--- src/rtl/uart_wb_host.sv ---
// Wishbone classic master that configures a 16550-style UART and then polls LSR to move bytes
// between valid/ready streams and THR/RBR. Optional ack timeout: UART_WB_HOST_TIMEOUT_EN.
module uart_wb_host #(
  parameter logic [15:0] DIVISOR     = 16'd27,
  parameter logic [7:0]  LCR_VAL     = 8'h03,
  parameter logic [7:0]  ACK_TIMEOUT = 8'd255
) (
  input  logic       wb_clk_i,
  input  logic       wb_rst_i,
  input  logic [7:0] tx_data_i,
  input  logic       tx_valid_i,
  output logic       tx_ready_o,
  output logic [7:0] rx_data_o,
  output logic       rx_valid_o,
  output logic       init_done_o,
  output logic       err_o,
  output logic [2:0] wbm_adr_o,
  output logic [7:0] wbm_dat_o,
  input  logic [7:0] wbm_dat_i,
  output logic       wbm_we_o,
  output logic       wbm_stb_o,
  output logic       wbm_cyc_o,
  output logic [3:0] wbm_sel_o,
  input  logic       wbm_ack_i
);

  typedef enum logic [3:0] {
    StCfgLcrDlab, StCfgDll, StCfgDlm, StCfgLcr, StCfgFcr, StCfgIer,
    StIdle, StPollLsr, StWrThr, StRdRbr
  } state_e;

  state_e     state_q, state_next;
  logic       cyc_q, we_q, init_done_q, rx_valid_q;
  logic [2:0] adr_q;
  logic [7:0] dat_q, rx_data_q;
  logic       hold_q;
  logic [7:0] hold_data_q;
  logic [2:0] acc_adr;
  logic [7:0] acc_dat;
  logic       acc_we;
  logic       tmo;
  logic       wr_done;

  assign wr_done = (state_q == StWrThr) & cyc_q & wbm_ack_i;

  // Register access issued by each bus state.
  always_comb begin
    acc_adr = 3'd0;
    acc_dat = 8'h00;
    acc_we  = 1'b0;
    case (state_q)
      StCfgLcrDlab: begin acc_adr = 3'd3; acc_dat = LCR_VAL | 8'h80;  acc_we = 1'b1; end
      StCfgDll:     begin acc_adr = 3'd0; acc_dat = DIVISOR[7:0];     acc_we = 1'b1; end
      StCfgDlm:     begin acc_adr = 3'd1; acc_dat = DIVISOR[15:8];    acc_we = 1'b1; end
      StCfgLcr:     begin acc_adr = 3'd3; acc_dat = LCR_VAL & 8'h7F;  acc_we = 1'b1; end
      StCfgFcr:     begin acc_adr = 3'd2; acc_dat = 8'h07;            acc_we = 1'b1; end
      StCfgIer:     begin acc_adr = 3'd1; acc_dat = 8'h00;            acc_we = 1'b1; end
      StPollLsr:    acc_adr = 3'd5;
      StWrThr:      begin acc_adr = 3'd0; acc_dat = hold_data_q;      acc_we = 1'b1; end
      default:      ;
    endcase
  end

  // Successor once the current access ends; a timeout (no ack) still advances config steps.
  always_comb begin
    state_next = StIdle;
    case (state_q)
      StCfgLcrDlab: state_next = StCfgDll;
      StCfgDll:     state_next = StCfgDlm;
      StCfgDlm:     state_next = StCfgLcr;
      StCfgLcr:     state_next = StCfgFcr;
      StCfgFcr:     state_next = StCfgIer;
      StPollLsr: begin
        if (wbm_ack_i) begin
          if (wbm_dat_i[0])                state_next = StRdRbr;
          else if (hold_q && wbm_dat_i[5]) state_next = StWrThr;
        end
      end
      default:      state_next = StIdle;
    endcase
  end

  always_ff @(posedge wb_clk_i or posedge wb_rst_i) begin
    if (wb_rst_i) begin
      state_q     <= StCfgLcrDlab;
      cyc_q       <= 1'b0;
      adr_q       <= 3'd0;
      dat_q       <= 8'h00;
      we_q        <= 1'b0;
      init_done_q <= 1'b0;
      rx_valid_q  <= 1'b0;
      rx_data_q   <= 8'h00;
    end else begin
      rx_valid_q <= 1'b0;
      if (state_q == StIdle) begin
        state_q <= StPollLsr;
      end else if (!cyc_q) begin
        cyc_q <= 1'b1;
        adr_q <= acc_adr;
        dat_q <= acc_dat;
        we_q  <= acc_we;
      end else if (wbm_ack_i || tmo) begin
        cyc_q   <= 1'b0;
        we_q    <= 1'b0;
        state_q <= state_next;
        if (state_q == StCfgIer) init_done_q <= 1'b1;
        if (state_q == StRdRbr && wbm_ack_i) begin
          rx_valid_q <= 1'b1;
          rx_data_q  <= wbm_dat_i;
        end
      end
    end
  end

  // Single-entry transmit holding register; refill allowed on the THR ack cycle.
  always_ff @(posedge wb_clk_i or posedge wb_rst_i) begin
    if (wb_rst_i) begin
      hold_q      <= 1'b0;
      hold_data_q <= 8'h00;
    end else if (tx_valid_i && tx_ready_o) begin
      hold_q      <= 1'b1;
      hold_data_q <= tx_data_i;
    end else if (wr_done) begin
      hold_q <= 1'b0;
    end
  end

`ifdef UART_WB_HOST_TIMEOUT_EN
  logic [7:0] tmo_cnt_q;
  logic       err_q;

  assign tmo = cyc_q & ~wbm_ack_i & (tmo_cnt_q == ACK_TIMEOUT - 8'd1);

  always_ff @(posedge wb_clk_i or posedge wb_rst_i) begin
    if (wb_rst_i) begin
      tmo_cnt_q <= 8'd0;
      err_q     <= 1'b0;
    end else begin
      if (cyc_q && !wbm_ack_i && !tmo) tmo_cnt_q <= tmo_cnt_q + 8'd1;
      else                             tmo_cnt_q <= 8'd0;
      if (tmo) err_q <= 1'b1;
    end
  end

  assign err_o = err_q;
`else
  logic unused_ack_timeout;
  assign unused_ack_timeout = ^ACK_TIMEOUT;
  assign tmo   = 1'b0;
  assign err_o = 1'b0;
`endif

  assign tx_ready_o  = init_done_q & (~hold_q | wr_done);
  assign rx_data_o   = rx_data_q;
  assign rx_valid_o  = rx_valid_q;
  assign init_done_o = init_done_q;
  assign wbm_adr_o   = adr_q;
  assign wbm_dat_o   = dat_q;
  assign wbm_we_o    = we_q;
  assign wbm_stb_o   = cyc_q;
  assign wbm_cyc_o   = cyc_q;
  assign wbm_sel_o   = 4'b0001;

endmodule

--- config.mk ---
export PLATFORM = sky130hd
export DESIGN_NAME = uart_wb_host
export DESIGN_NICKNAME = d
export VERILOG_FILES = /design/src/rtl/uart_wb_host.sv
export SDC_FILE = /design/constraint.sdc
export NUM_CORES = 1
export LEC_CHECK = 0
export CAP_MARGIN = 20
export CORE_UTILIZATION = 50
export CTS_CLUSTER_SIZE = 24
export DETAILED_ROUTE_END_ITERATION = 8
export PLACE_DENSITY = 0.95
export REMOVE_ABC_BUFFERS = 1
export SYNTH_ARGS = -nofsm -noshare
export SYNTH_HDL_FRONTEND = slang
export SYNTH_SLANG_ARGS = --single-unit
--- constraint.sdc ---
create_clock -name wb_clk_i -period 2.9 [get_ports wb_clk_i]
set_input_delay 0.58 -clock wb_clk_i [delete_from_list [all_inputs] [get_ports wb_clk_i]]
set_output_delay 0.58 -clock wb_clk_i [all_outputs]
set_load 0.01 [all_outputs]
==> results.cfg <==
[run_status]
status = finished clean

[clock_tree]
ctsRootBufferMaster = sky130_fd_sc_hd__clkbuf_4
post-cts-setup-buffer-count = 0
tritoncts = built
clkSinkCount = 36
cts_buffers = 5
cts_resized = 0
htree_num_levels = 2
clock_latency_ns = 0.35
clock_tree.buffer_depth = 2
clkSlewWorstSetupHoldPaths_ns = 0.11
cts.hold.buffers_added = 0

[critical_path]
cp.required_ns = 2.32
setup.worst_path.start_class = flip-flop
critPathCaptureType = output port
timing.setup.critical_path_class = flip-flop to output port
critPathArrivalTime_ns = 2.24
maximum_fanout_along_the_worst_path = 2

[sta]
timing.final.hold_violations = 0
timing.max_slew.rel_slack_pct = 65.60
hold-worst-slack_ns = 0.4968
layout_min_cycle_time_ns = 2.820
drv_slew = 0
clock.fmax_mhz = 354.6
worst_clock_skew_ns = 0.01243
setup_viol = 0
max_slew.worst_pin.slew_ns = 0.5145
final_min_period_over_clock_period_pct = 97.24
tns_ns = 0
rsz0062_at_grt = no

[route]
final_antenna_net_count = 0
drc_errors = 0
drt_iter0_markers = 52
wire_per_inst_um = 15.51
postRouteWirelength_um = 3707
dr_total_vias = 1339
vias_per_cell = 5.603
first_pass_iters = 4

[global_routing]
top_usage_layer = met2
first_pass_grt_wire_length_um = 6154
grt_use_met3_pct = 5.628
antenna_found_initial = 0
grt_pass1_vias = 1292
groute.layer.met1.usage_pct = 29.80
overflow = 0
met2_usage_pct = 36.89
grtUsageTotal_pct = 23.77
grt_start_max_net_pins = 37

[floorplan]
fp.dieW_um = 60.25
die_height_um = 60.25
pin_count = 50
initial_standard_cell_utilization_of_the_core_pct = 54.24
design.die.area_mm2 = 0.003630
placement_rows = 20
design.core.area_mm2 = 0.003128

[logic_synthesis]
synthesis.yosys.warnings = 0
synth_top_family_by_area = compound AO/OA/AOI/OAI gates
synth-seq-area-share_pct = 53.10
synthesis.area_mm2 = 0.001697
synthMuxAreaShare_pct = 11.28
synthesis.area_per_instance_um2 = 11.24
postSynth.topFlopCell = sky130_fd_sc_hd__dfrtp_1
synthAdderAreaFrac_pct = 0
synth_compound_gate_area_share_pct = 16.52
synthCells = 151
synth-xor-area-share_pct = 0
ys_seq_elements = 36
synth_enable_flop_cells = 0
async_reset_ff_share_pct = 100.0
synth_cell_types = 35
synth-simple-area-share_pct = 12.17

[cells_and_area]
fin_nets = 215
post_route_cells_drive_above_1_share_pct = 18.46
finish.utilization_pct = 70.68
layout_commonest_cell = sky130_fd_sc_hd__clkdlybuf4s50_1
area_delta_synth_final_pct = 30.31
diodes = 0
final_cell_mix = sky130_fd_sc_hd__clkdlybuf4s50_1, sky130_fd_sc_hd__dfrtp_1, sky130_fd_sc_hd__mux2_2, sky130_fd_sc_hd__o21ai_0, sky130_fd_sc_hd__nand2_1

[pwr]
power.leakage_nw = 0.9777
power.ir.vdd_worst_mv = 0.3927
power.total_mw = 2.182
power.density_mw_per_mm2 = 987.1

[placement]
routabilityCongestion = 0.7370
total_half_perimeter_wirelength_after_legalization_and_detailed_placement_um = 2727
place.port_buffers = 44

[hold_path]
path_category_of_the_worst_min_delay_check = flip-flop to flip-flop

[run]
max_cap_viols = 0
[state kept, by name, summed over array words and instances, names as in the netlist]
register,count
hold_data_q,8
hold_q,1
init_done_o,1
rx_data_o,8
rx_valid_o,1
state_q,4
wbm_adr_o,3
wbm_cyc_o,1
wbm_dat_o,8
wbm_we_o,1
[critical path, stage by stage, from the launching register on]
cell	delay (ns)
sky130_fd_sc_hd__dfrtp_1	0.40
sky130_fd_sc_hd__or4b_4	0.56
sky130_fd_sc_hd__o21ai_0	0.24
sky130_fd_sc_hd__and2_1	0.16
sky130_fd_sc_hd__clkdlybuf4s50_1	0.52
[final cells by class]
cell class              count  area [µm²]
fillers                   229       917.1
flip-flops and latches     36       900.9
well taps                  44       55.05
repair buffers             51       493.0
clock buffers               6       41.29
inverters                   5       18.77
multi-input cells          96       696.9
clock inverters             1       5.005
[through the flow]
stage / setup slack [ns] / std cells / instance area, µm²
global placement: 0.2934 / 232 / 2165
detailed placement: 0.1704 / 232 / 2165
CTS: 0.07169 / 239 / 2211
finish: 0.08015 / 239 / 2211
floorplan: 0.8652 / 137 / 1617
global route: 0.03285 / 239 / 2211
[final timing paths]
path | start | end | slack [ns] | cells after the start
max in group asynchronous | wb_rst_i | hold_data_q[2] | 1.95 | 3
worst min-delay path | wbm_dat_o[1] | wbm_dat_o[1] | 0.50 | 1
worst max-delay path | state_q[2] | tx_ready_o | 0.08 | 4
min in group asynchronous | wb_rst_i | rx_valid_o | 0.61 | 3
worst max register to register | wbm_cyc_o | rx_data_o[6] | 1.02 | 4
worst min register to register | wbm_dat_o[1] | wbm_dat_o[1] | 0.50 | 1
[synthesized netlist by cell type (all sizes together), types with 2 or more instances]
library cell | count | area, µm²
o22ai | 2 | 26.28
a211o | 4 | 35.03
nand4 | 2 | 12.51
dfrtp | 36 | 900.9
mux2 | 17 | 191.4
nor3 | 2 | 10.01
clkbuf | 9 | 33.78
o2bb2ai | 4 | 35.03
nor2 | 5 | 18.77
or3b | 2 | 17.52
conb | 2 | 7.510
and2 | 2 | 12.51
a32oi | 2 | 17.52
nor4 | 2 | 12.51
a211oi | 2 | 15.01
inv | 5 | 18.77
buf | 8 | 57.55
o21ai | 12 | 60.06
a21oi | 5 | 25.02
nor2b | 5 | 31.28
a21o | 4 | 30.03
nand2 | 8 | 30.03
[where the power goes]
group,total (mW),switching (mW),internal [mW]
Clock,0.250,0.161,0.0892
Combinational,1.11,0.531,0.576
Sequential,0.825,0.115,0.710
Total,2.18,0.808,1.37
[cell families after synthesis]
logic type / count (synthesis)
muxes: 17
and+or+nand+nor: 35
other: 2
buffers and inverters: 22
DFF: 36
AOI/OAI and AO/OA: 39
[metal layers]
metal / routed length, µm / part of all wire (%) / vias to the layer above
li1: - / - / 618
met2: 1956 / 53 / 49
met5: 0 / 0 / -
met1: 1463 / 39 / 659
met3: 159 / 4.3 / 13
met4: 127 / 3.4 / 0
Power figures use the tool's default switching activity.
